==> config.mk <==
export PLATFORM = sky130hd
export DESIGN_NAME = axi8_lite_master
export DESIGN_NICKNAME = d
export VERILOG_FILES = /design/src/rtl/axi8_pkg.sv /design/src/rtl/axi8_wdog.sv /design/src/rtl/axi8_lite_master.sv
export SDC_FILE = /design/constraint.sdc
export NUM_CORES = 1
export LEC_CHECK = 0
export BUFFER_PORTS_ARGS = -buffer_cell sky130_fd_sc_hd__buf_2
export CAP_MARGIN = 20
export CORE_ASPECT_RATIO = 1.2
export CORE_MARGIN = 3
export CORE_UTILIZATION = 47
export CTS_BUF_LIST = sky130_fd_sc_hd__clkbuf_4
export CTS_CLUSTER_SIZE = 30
export DETAILED_ROUTE_END_ITERATION = 16
export HOLD_SLACK_MARGIN = 0.05
export PLACE_DENSITY_LB_ADDON = 0.12
export SETUP_SLACK_MARGIN = 0.2
export SLEW_MARGIN = 20
export SYNTH_ARGS = -nofsm -noshare
export SYNTH_HDL_FRONTEND = slang
export SYNTH_SLANG_ARGS = --single-unit
==> constraint.sdc <==
create_clock -name clk -period 2.54 [get_ports clk]
set_clock_uncertainty 0.2 [all_clocks]
set_input_delay 0.127 -clock clk [delete_from_list [all_inputs] [get_ports clk]]
set_output_delay 0.127 -clock clk [all_outputs]
set_load 0.01 [all_outputs]
==> src/rtl/axi8_pkg.sv <==
// Shared types and constants for the 8-bit AXI4-Lite master and its watchdog.
package axi8_pkg;

    // Master FSM states; the values are visible on the debug state port
    typedef enum logic [2:0] {
        ST_IDLE = 3'd0,
        ST_AW   = 3'd1,
        ST_W    = 3'd2,
        ST_B    = 3'd3,
        ST_AR   = 3'd4,
        ST_R    = 3'd5,
        ST_RSP  = 3'd6
    } state_e;

    // AXI response codes used by the master
    localparam logic [1:0] RESP_OKAY   = 2'b00;
    localparam logic [1:0] RESP_SLVERR = 2'b10;

    // Default widths and watchdog limit
    localparam int DEF_ADDR_WIDTH = 1;
    localparam int DEF_DATA_WIDTH = 8;
    localparam int DEF_TIMEOUT    = 255;
    localparam int DEF_TO_W       = 8;

    // True for the states that wait on a slave handshake (watched by the watchdog)
    function automatic logic is_phase(state_e s);
        return (s == ST_AW) || (s == ST_W) || (s == ST_B) || (s == ST_AR) || (s == ST_R);
    endfunction

endpackage

==> src/rtl/axi8_wdog.sv <==
// Per-phase watchdog: counts cycles while enabled and flags the last allowed cycle.
// `expired` is high for exactly the cycle where count == TIMEOUT-1; TIMEOUT=0 disables it.
module axi8_wdog
    import axi8_pkg::*;
#(
    parameter int TIMEOUT = DEF_TIMEOUT,
    parameter int TO_W    = DEF_TO_W
) (
    input  logic clk,
    input  logic reset,
    input  logic clear,
    input  logic enable,
    output logic expired
);

    localparam logic [TO_W-1:0] LAST = (TIMEOUT == 0) ? '0 : TO_W'(TIMEOUT - 1);

    logic [TO_W-1:0] count;

    // Cycle counter: cleared on reset and on every state change, advanced while waiting on a phase
    always_ff @(posedge clk) begin
        if (reset || clear) begin
            count <= '0;
        end else if (enable) begin
            count <= count + TO_W'(1);
        end
    end

    assign expired = (TIMEOUT != 0) && enable && (count == LAST);

endmodule

==> src/rtl/axi8_lite_master.sv <==
// Single-outstanding AXI4-Lite master: one command in, one AW/W/B or AR/R sequence out,
// one response back. A per-phase watchdog turns a hung slave into a SLVERR/timeout response.
//
// Handshake rule for every channel here (cmd, rsp, AW, W, B, AR, R): a transfer happens on the
// rising clk edge where VALID and READY are both high; once VALID is raised it stays high with a
// stable payload until that transfer, except that a watchdog abort may withdraw AW/W/AR VALID.
module axi8_lite_master
    import axi8_pkg::*;
#(
    parameter int ADDR_WIDTH = DEF_ADDR_WIDTH,
    parameter int DATA_WIDTH = DEF_DATA_WIDTH,
    parameter int TIMEOUT    = DEF_TIMEOUT,
    parameter int TO_W       = DEF_TO_W
) (
    input  logic                    clk,
    input  logic                    reset,
    // command port
    input  logic                    cmd_valid,
    output logic                    cmd_ready,
    input  logic                    cmd_write,
    input  logic [ADDR_WIDTH-1:0]   cmd_addr,
    input  logic [DATA_WIDTH-1:0]   cmd_wdata,
    input  logic [DATA_WIDTH/8-1:0] cmd_wstrb,
    // response port
    output logic                    rsp_valid,
    input  logic                    rsp_ready,
    output logic [DATA_WIDTH-1:0]   rsp_rdata,
    output logic [1:0]              rsp_resp,
    output logic                    rsp_tmo,
    output logic                    busy,
    // AXI write address / data / response
    output logic [ADDR_WIDTH-1:0]   AWADDR,
    output logic                    AWVALID,
    input  logic                    AWREADY,
    output logic [DATA_WIDTH-1:0]   WDATA,
    output logic [DATA_WIDTH/8-1:0] WSTRB,
    output logic                    WVALID,
    input  logic                    WREADY,
    output logic                    BREADY,
    input  logic                    BVALID,
    input  logic [1:0]              BRESP,
    // AXI read address / data
    output logic [ADDR_WIDTH-1:0]   ARADDR,
    output logic                    ARVALID,
    input  logic                    ARREADY,
    output logic                    RREADY,
    input  logic                    RVALID,
    input  logic [DATA_WIDTH-1:0]   RDATA,
    input  logic [1:0]              RRESP,
    // debug
    output state_e                  dbg_state
);

    localparam int STRB_W = DATA_WIDTH / 8;

    state_e                state;
    state_e                state_next;
    logic                  accept;
    logic                  hs;
    logic                  expired;
    logic                  tmo_abort;
    logic [ADDR_WIDTH-1:0] addr_q;
    logic [DATA_WIDTH-1:0] wdata_q;
    logic [STRB_W-1:0]     wstrb_q;

    // cmd_ready is the only combinational output; held low while reset is asserted
    assign cmd_ready = (state == ST_IDLE) && !reset;
    assign accept    = cmd_valid && cmd_ready;
    assign dbg_state = state;

    // Payload registers shared by both address channels
    assign AWADDR = addr_q;
    assign ARADDR = addr_q;
    assign WDATA  = wdata_q;
    assign WSTRB  = wstrb_q;

    // Handshake completion for the phase the FSM is currently waiting on
    always_comb begin
        hs = 1'b0;
        unique case (state)
            ST_AW:   hs = AWREADY;
            ST_W:    hs = WREADY;
            ST_B:    hs = BVALID;
            ST_AR:   hs = ARREADY;
            ST_R:    hs = RVALID;
            default: hs = 1'b0;
        endcase
    end

    // A handshake on the threshold cycle wins over the abort
    assign tmo_abort = expired && !hs;

    // Next-state logic
    always_comb begin
        state_next = state;
        unique case (state)
            ST_IDLE: if (accept) state_next = cmd_write ? ST_AW : ST_AR;
            ST_AW:   if (hs) state_next = ST_W;   else if (tmo_abort) state_next = ST_RSP;
            ST_W:    if (hs) state_next = ST_B;   else if (tmo_abort) state_next = ST_RSP;
            ST_B:    if (hs) state_next = ST_RSP; else if (tmo_abort) state_next = ST_RSP;
            ST_AR:   if (hs) state_next = ST_R;   else if (tmo_abort) state_next = ST_RSP;
            ST_R:    if (hs) state_next = ST_RSP; else if (tmo_abort) state_next = ST_RSP;
            ST_RSP:  if (rsp_ready) state_next = ST_IDLE;
            default: state_next = ST_IDLE;
        endcase
    end

    // State register
    always_ff @(posedge clk) begin
        if (reset) begin
            state <= ST_IDLE;
        end else begin
            state <= state_next;
        end
    end

    // Watchdog restarts on every state change and runs only while waiting on the slave
    axi8_wdog #(
        .TIMEOUT (TIMEOUT),
        .TO_W    (TO_W)
    ) u_wdog (
        .clk     (clk),
        .reset   (reset),
        .clear   (state_next != state),
        .enable  (is_phase(state)),
        .expired (expired)
    );

    // Registered outputs decoded from the next state, plus command and response capture
    always_ff @(posedge clk) begin
        if (reset) begin
            AWVALID   <= 1'b0;
            WVALID    <= 1'b0;
            BREADY    <= 1'b0;
            ARVALID   <= 1'b0;
            RREADY    <= 1'b0;
            rsp_valid <= 1'b0;
            busy      <= 1'b0;
            rsp_rdata <= '0;
            rsp_resp  <= RESP_OKAY;
            rsp_tmo   <= 1'b0;
            addr_q    <= '0;
            wdata_q   <= '0;
            wstrb_q   <= '0;
        end else begin
            AWVALID   <= (state_next == ST_AW);
            WVALID    <= (state_next == ST_W);
            BREADY    <= (state_next == ST_B);
            ARVALID   <= (state_next == ST_AR);
            RREADY    <= (state_next == ST_R);
            rsp_valid <= (state_next == ST_RSP);
            busy      <= (state_next != ST_IDLE);

            if (accept) begin
                addr_q  <= cmd_addr;
                wdata_q <= cmd_wdata;
                wstrb_q <= cmd_wstrb;
            end

            if (state == ST_B && BVALID) begin
                rsp_rdata <= '0;
                rsp_resp  <= BRESP;
                rsp_tmo   <= 1'b0;
            end else if (state == ST_R && RVALID) begin
                rsp_rdata <= RDATA;
                rsp_resp  <= RRESP;
                rsp_tmo   <= 1'b0;
            end else if (tmo_abort) begin
                rsp_rdata <= '0;
                rsp_resp  <= RESP_SLVERR;
                rsp_tmo   <= 1'b1;
            end
        end
    end

endmodule

After elaboration in Yosys (flattened, before gate mapping)
Cells that the tools add are included.
Widths: inputs -> output; s select.
{"block": "word_totals", "register_bits": 39, "inputBits": 32, "out_inout_bits": 33}
{"block": "op_classes", "add_sub_neg": 1, "eq_ne": 14, "mux": 15, "reduce_logical": 20}
{"operator": "$mux 3", "n": 8}
{"operator": "$eq 3x3->1 const B", "n": 6}
{"operator": "$pmux 3 s6", "n": 1}
{"operator": "$mux 8", "n": 2}
{"operator": "$eq 3x2->1 const B", "n": 4}
{"operator": "$add 8x1->8 const B", "n": 1}
{"operator": "$eq 8x8->1 const B", "n": 1}
{"operator": "$eq 3x1->1 const B", "n": 2}
{"operator": "$logic_and 1x1->1", "n": 6}
{"operator": "$mux 2", "n": 3}
{"operator": "$reduce_bool 3->1", "n": 2}
{"operator": "$logic_or 1x1->1", "n": 5}
{"operator": "$pmux 1 s5", "n": 1}
{"operator": "$reduce_or 2->1", "n": 2}
{"operator": "$logic_not 3->1", "n": 1}
{"operator": "$ne 3x3->1", "n": 1}
{"operator": "$reduce_or 3->1", "n": 1}
{"operator": "$logic_not 1->1", "n": 2}
{"operator": "$reduce_bool 2->1", "n": 1}

Longest topological paths before layout
Gate-level depths: netlist of run 1.
{"block": "depth", "word_depth": 12, "mapped_depth": 10, "depth_no_buf": 7}

By module
From an unflattened synthesis of run 1, not the netlist that was laid out.
{"block": "hier_totals", "hier_cells": 209, "area_unflattened_um2": 1809.2}
{"module": "axi8_lite_master", "n_inst": 1, "cells_per_inst": 167, "area_per_inst_um2": 1440.1}
{"module": "axi8_wdog", "n_inst": 1, "cells_per_inst": 42, "area_per_inst_um2": 369.1}

Worst setup path before layout of run 1
OpenSTA, ideal clock, no wires.
{"block": "synth_path", "path_kind": "reg2reg", "startpoint": "reg state[1] (netlist: dbg_state[1])", "endpoint": "reg WVALID", "setup_ps": 117, "arrival_time_ps": 2216, "slack_ps": 7, "stages_incl_launch_ff": 10, "n_path_buf": 2, "synth_period_minus_slack_ps": 2533, "cell_sequence": "dfxtp_1 > buf_2 > inv_1 > ha_1 > clkbuf_1 > a21oi_1 > o221ai_1 > or3_4 > and2_4 > and4b_1"}
{"block": "synth_between", "elab_chain_cells": 11}
{"element": "start: declaration", "line_no": "axi8_lite_master.sv:56", "text": "state_e state;"}
{"element": "start signal: assignment", "line_no": "axi8_lite_master.sv:113", "text": "state <= state_next;"}
{"element": "$eq 3x1->1 or $eq 3x2->1 (tied branches)", "line_no": "axi8_pkg.sv:27, axi8_lite_master.sv:80, axi8_lite_master.sv:96"}
{"element": "$logic_or 1x1->1 (4 in a row)", "line_no": "axi8_pkg.sv:27", "text": "return (s == ST_AW) || (s == ST_W) || (s == ST_B) || (s == ST_AR) || (s == ST_R);"}
{"element": "$logic_and 1x1->1", "line_no": "axi8_wdog.sv:29", "text": "assign expired = (TIMEOUT != 0) && enable && (count == LAST);"}
{"element": "$logic_and 1x1->1", "line_no": "axi8_lite_master.sv:91", "text": "assign tmo_abort = expired && !hs;"}
{"element": "$mux 3"}
{"element": "$mux 3 (on tied branches)"}
{"element": "$pmux 3 s6 (*)", "line_no": "axi8_lite_master.sv:96", "text": "unique case (state)"}
{"element": "$eq 3x2->1 (*)", "line_no": "axi8_lite_master.sv:147", "text": "WVALID <= (state_next == ST_W);"}
{"element": "end signal: assignment", "line_no": "axi8_lite_master.sv:147"}
{"element": "end: declaration", "line_no": "axi8_lite_master.sv:37", "text": "output logic WVALID,"}
Mark *: on every way between the ends. The rest lies on a longest branch, timed or not.
A chain may end at the register's enable or synchronous reset.

Worst setup path after layout of run 1
Ends and elaborated chain as after synthesis.

==> results of run 1 <==
[sequential cells by signal (all words and copies together), names as in the netlist, 2 cells and up]
register / flops
WDATA: 8
dbg_state: 3
rsp_rdata: 8
rsp_resp: 2
u_wdog.count: 8
[worst min path at each step]
stage                       startpoint            to  slack, ns  cells past startpoint
after CTS                       RVALID  dbg_state[0]       0.14                      5
after global routing            RVALID  dbg_state[0]       0.13                      5
after floorplan                  reset      WDATA[0]     -0.004                      1
after global placement    cmd_wdata[4]      WDATA[4]       0.17                      3
final                           RVALID  dbg_state[0]       0.14                      5
after detailed placement  cmd_wdata[4]      WDATA[4]       0.17                      3
[critical path, cell delays in order, from the launching register on]
cell      delay (ns)
dfxtp_4         0.45
inv_1           0.13
ha_4            0.30
a21oi_2         0.12
o221ai_1        0.15
or3_4           0.42
and2_4          0.18
and4b_1         0.19
[repair_timing]
item                       4_1_cts  5_1_grt
hold buffers                    33        0
setup buffers                    0        2
resized for setup                0        4
setup endpoints to repair        0       28
hold endpoints to repair        20        0
[power by group]
part | switching, mW | internal, mW
Clock | 0.208 | 0.101
Combinational | 0.0972 | 0.108
Sequential | 0.0147 | 0.625
[per-stage QoR]
stage / hold WS (ns) / utilization, % / total power, mW / setup WS [ns]
6_report: 0.142 / 72.1 / 1.15 / 0.316
4_1_cts: 0.138 / 71.3 / 1.15 / 0.234
5_1_grt: 0.135 / 72.1 / 1.21 / 0.194
3_3_place_gp: 0.172 / 61.3 / 0.812 / 0.285
3_5_place_dp: 0.174 / 61.3 / 0.813 / 0.258
2_1_floorplan: -0.00393 / - / 0.752 / 0.259
[cell usage after synthesis, types with 2 or more instances]
cell,number
o221ai_1,2
and4b_1,2
nand4_1,6
dfxtp_1,39
inv_1,6
and4_1,2
buf_4,2
xnor2_1,3
a31oi_1,3
o211ai_1,9
nor2_1,12
xor2_1,4
a21oi_1,27
nand3_1,5
o21a_1,2
o21ai_0,6
ha_1,3
a211oi_1,2
and2_1,3
or2_2,4
and3_1,3
buf_2,4
clkbuf_1,7
nand2_1,36
nor3_1,11
or3_4,2
nor2b_1,4
[cell type report]
class                   count  area (µm²)  share of cell area, %
clock inverters             3        15.0                  0.546
clock buffers               5        37.5                   1.37
multi-input cells         171        1090                   39.5
repair buffers            108         733                   26.7
well taps                  52        65.1                   2.37
inverters                   6        22.5                  0.819
flip-flops and latches     39         790                   28.7
[kinds of logic (layout without fill, tap and decap cells)]
group	count (synthesis)	in the layout	share of synthesized area (%)
buffers and inverters	21	122	5.10
flip-flops	39	39	40.3
AND/OR/NAND/NOR	100	100	28.7
adder cells (fa/ha/maj)	3	3	1.94
AO/OA/AOI/OAI	59	59	19.7
multiplexers	2	2	1.10
XOR/XNOR	7	7	3.16
[metal layers]
layer / share of wire (%) / global-route usage [%]
met5: 0 / 0
met4: 2.3 / 8.67
met3: 7.0 / 5.90
met2: 49 / 40.4
met1: 41 / 26.1
==> reports/results.tsv, run 1 <==
stage	metric	value	unit
critical_path	R2R depth	7	
routing	ANT nets after route	0	
placed_design	Placed Area	2340	µm²
critical_path	CP Launch Type	flip-flop	
logic_synthesis	Ys Warns	0	
logic_synthesis	post-synth cell types	49	
grt	antenna violations before repair	0	
finish	# fillers	291	
grt	vias in the first global route	2026	
routing	1st-pass router iterations	4	
critical_path	worst setup path startpoint	dbg_state[1]	
critical_path	Worst EP required	2.59	ns
die	Die Area	4940	µm²
timing	Final Hold Vio Count	0	
timing	Slew Limit Fails	0	
logic_synthesis	asr flop ratio synth	0	%
placed_design	PortBufs	64	
die	I/O pins	65	
routing	Vias	2045	
timing	Setup TNS	0	ns
critical_path	worst flop-to-flop path startpoint	dbg_state[1]	
logic_synthesis	Post-Syn Area	1940	µm²
power_and_ir_drop	worst vdd ir	0.387	mV
clocking	TritonCTS clock tree	done	
logic_synthesis	post-synth top area cell	dfxtp_1	
timing	Worst Tran Pin Value	0.455	ns
clocking	Max Root-Sink Buffers	2	
finish	post-route insts no fill	384	
critical_path	worst-path maximum fanout	13	
logic_synthesis	ys flop type	dfxtp_1	
routing	post-DR wirelength/cell	14.3	µm
clocking	Clock transition at path regs	0.11	ns
power_and_ir_drop	leakage	1.18	nW
die	initial core utilization	50.9	%
die	core area	3810	µm²
finish	share of cells above drive strength 1	30.4	%
logic_synthesis	Avg Inst Size Synth	8.40	µm²
worst_hold_path	HP Class	in2reg	
routing	total wire length	5480	µm
clocking	CTS root buf	clkbuf_4	
logic_synthesis	number of enable flip-flop cells after synthesis	0	
die	die width	64.6	µm
timing	crit share post-route	87.6	%
finish	fin nets	366	
finish	commonest non-fill, non-tap cell in the layout	buf_2	
clocking	H-tree Lvls	2	
finish	most frequent cells in the layout	64 x buf_2, 36 x dfxtp_1, 36 x nand2_1	
routing	via/cell ratio	5.33	
critical_path	worst reg2reg setup slack	0.32	ns
placed_design	dpl hpwl	3500	µm
timing	Relative slew margins	69.4	%
placed_design	gp weighted congestion	0.970	
run_status	status	finished, final reports clean	
critical_path	RR Endpoint	WVALID	
grt	first-pass GRT wire length	9150	µm
placed_design	Cells after DPL	341	
grt	total global routing track utilization	22.9	%
timing	Fmax achieved	0.450	GHz
clocking	CTS buffer count	5	
job	Max-cap violations	0	
critical_path	Worst setup endpoint	WVALID	
power_and_ir_drop	pwr/cell area	420	nW/µm²
grt	largest net degree at the start of global routing	22	
timing	number of setup violations in the final report	0	
finish	Antenna Cells	0	
die	Die Y	76.4	µm
finish	Post-Layout Inst Area	2750	µm²
critical_path	Crit. End Element	flip-flop	
logic_synthesis	Post-Synthesis Cells	231	
logic_synthesis	ranking of synthesized cells by area	dfxtp_1 40%, a21oi_1 7.0%, nand2_1 7.0%, o211ai_1 3.5%, nor3_1 2.8%	
clocking	worst skew pair latency	0.35	ns
logic_synthesis	post-synth top area share	40.3	%
logic_synthesis	register area share after synthesis	40.3	%
grt	grt ovf	0	
timing	Min Clock Period, post-route	2.22	ns
critical_path	crit path DAT	2.28	ns
critical_path	Setup CP Type	reg2reg	
clocking	Clock Sinks	39	
finish	area grow syn2layout	41.7	%
logic_synthesis	Syn Nets	266	
die	Core Rows	24	
logic_synthesis	synthesized flop and latch total	39	
routing	initial DRC count	130	
routing	DRC	0	
timing	RSZ-0062 raised after global routing	true	
Power figures use the tool's default switching activity.
==> run 2: changes to the inputs <==
==> constraint.sdc (replaced) <==
create_clock -name clk -period 2.54 [get_ports clk]
set_clock_uncertainty 0.2 [all_clocks]
set_input_delay 0.508 -clock clk [delete_from_list [all_inputs] [get_ports clk]]
set_output_delay 0.508 -clock clk [all_outputs]
set_load 0.01 [all_outputs]
==> run 2 against run 1 <==
Compared with the run above:
- wire length fell by 16%
- worst setup slack got worse by 0.020 ns
- cell area fell by 12%
- cell count fell by 8.3%
- maximum frequency fell by 0.88%
- power fell by 2.7%
- global-route usage fell by 2.9 points
- non-clock buffer count fell by 32
- sequential power barely moved
- utilization fell by 8.7 points
- clock power rose by 4%
- critical endpoint is now RREADY
- largest power group unchanged
==> reports/results.tsv, run 2 (synthesis results as in run 1) <==
stage	metric	value	unit	change
timing	RSZ-0062 raised after global routing	true		
clocking	Clock Sinks	39		unchanged
die	Die Y	76.4	µm	unchanged
routing	post-DR wirelength/cell	13.0	µm	-8.6%
timing	Worst Tran Pin Value	0.409	ns	-0.0455 ns
critical_path	crit path DAT	2.28	ns	about the same
clocking	hold buffers post-CTS	0		-100%
timing	number of setup violations in the final report	0		unchanged
finish	area grow syn2layout	24.7	%	
timing	Slew Limit Fails	0		unchanged
finish	fin nets	334		-8.7%
clocking	Max Root-Sink Buffers	2		unchanged
timing	crit share post-route	88.3	%	+0.78 points
critical_path	Setup CP Type	reg2reg		
routing	DRC	0		unchanged
critical_path	CP top delay family	compound AO/OA/AOI/OAI gates		
clocking	Clock transition at path regs	0.11	ns	about the same
die	I/O pins	65		unchanged
finish	Sequential Area	787	µm²	-0.32%
job	Max-cap violations	0		unchanged
finish	# fillers	341		+17%
power_and_ir_drop	leakage	1.03	nW	-13%
timing	Min Clock Period, post-route	2.24	ns	+0.0197 ns
routing	1st-pass router iterations	4		unchanged
die	core area	3810	µm²	unchanged
finish	Antenna Cells	0		unchanged
critical_path	CP Launch Type	flip-flop		
worst_hold_path	HP Class	in2reg		
routing	Vias	1868		-8.7%
placed_design	PortBufs	64		unchanged
die	die width	64.6	µm	unchanged
clocking	CTS buffer count	5		unchanged
finish	Post-Layout Inst Area	2420	µm²	-12%
routing	total wire length	4590	µm	-16%
finish	commonest non-fill, non-tap cell in the layout	buf_2		
grt	total global routing track utilization	20.0	%	-2.9 points
critical_path	CP peak stage delay	0.43	ns	-0.02 ns
finish	most frequent cells in the layout	64 x buf_2, 36 x dfxtp_1, 36 x nand2_1		
die	Core Rows	24		unchanged
timing	Fmax achieved	0.446	GHz	-0.88%
critical_path	worst-path maximum fanout	9		-4
timing	Final Hold Vio Count	0		unchanged
power_and_ir_drop	worst vdd ir	0.327	mV	-16%
placed_design	dpl hpwl	3480	µm	-0.37%
placed_design	gp weighted congestion	0.876		-9.6%
grt	vias in the first global route	1770		-13%
placed_design	Placed Area	2350	µm²	+0.64%
routing	initial DRC count	156		+20%
grt	grt ovf	0		unchanged
critical_path	CP bufs+invs	3		+2
routing	via/cell ratio	5.31		-0.35%
power_and_ir_drop	pwr/cell area	464	nW/µm²	+11%
finish	post-layout utilization of the core	63.4	%	-8.7 points
routing	ANT nets after route	0		unchanged
finish	share of cells above drive strength 1	34.3	%	+3.9 points
clocking	worst skew pair latency	0.33	ns	-0.02 ns
timing	Setup TNS	0	ns	unchanged
clocking	CTS root buf	clkbuf_4		
die	initial core utilization	50.9	%	unchanged
critical_path	Worst EP required	2.58	ns	about the same
timing	Relative slew margins	72.4	%	+2.9 points
critical_path	Crit. End Element	flip-flop		
finish	area of the multi-input gates	1080	µm²	-0.92%
run_status	status	finished, final reports clean		
critical_path	worst-path cell chain	inv_2 > ha_4 > inv_1 > o21ai_0 > o221ai_1 > nor3b_4 > buf_4 > nor4b_4		
critical_path	Slowest cell on crit path	dfxtp_2		
grt	first-pass GRT wire length	8140	µm	-11%
die	Die Area	4940	µm²	unchanged
grt	largest net degree at the start of global routing	16		-27%
clocking	TritonCTS clock tree	done		
clocking	H-tree Lvls	2		unchanged
grt	antenna violations before repair	0		unchanged
run 2: power breakdown:
part | switching [mW] | internal [mW] | total (mW)
logic | 0.0894 | 0.0768 | 0.166
registers | 0.0110 | 0.626 | 0.637
clock network | 0.191 | 0.129 | 0.320
total | 0.291 | 0.832 | 1.12
run 2: repair_timing:
item,4_1_cts,5_1_grt
hold endpoints to repair,0,0
buffers inserted,0,1
setup endpoints to repair,0,15
gates resized for setup,0,2
run 2: final timing paths:
path	start	to	slack [ns]	cells after the start
max	dbg_state[2]	RREADY	0.30	8
min	cmd_wdata[2]	WDATA[2]	0.20	3
max reg2reg	dbg_state[2]	RREADY	0.30	8
min reg2reg	WDATA[6]	WDATA[6]	0.26	2
run 2: stage by stage:
step	hold slack [ns]	total power [mW]	worst slack, ns	instances
floorplan	0.274	0.752	0.259	231
global route	0.184	1.18	0.100	352
global placement	0.239	0.813	0.308	343
finish	0.200	1.12	0.296	352
CTS	0.182	1.13	0.264	351
detailed placement	0.244	0.814	0.311	343
run 2: cell type report:
type | instances | share of cell area, %
multi-input combinational | 171 | 44.5
sequential | 39 | 32.5
timing repair buffer | 76 | 17.0
tap | 52 | 2.69
clock buffer | 7 | 2.17
inverter | 6 | 0.931
clock inverter | 1 | 0.207
run 2: tightest hold or removal path: cells and delay by family:
family                 cells  cell delay, ns
buffers and inverters      1            0.09
AOI/OAI and AO/OA          1            0.05
and+or+nand+nor            1            0.04
run 2: routing by layer:
layer	vias up	global-route usage, %	routed length [µm]
met4	0	8.67	69
met3	6	3.98	320
met5	-	0	0
li1	959	-	-
met1	837	26.4	2090
met2	66	31.4	2110
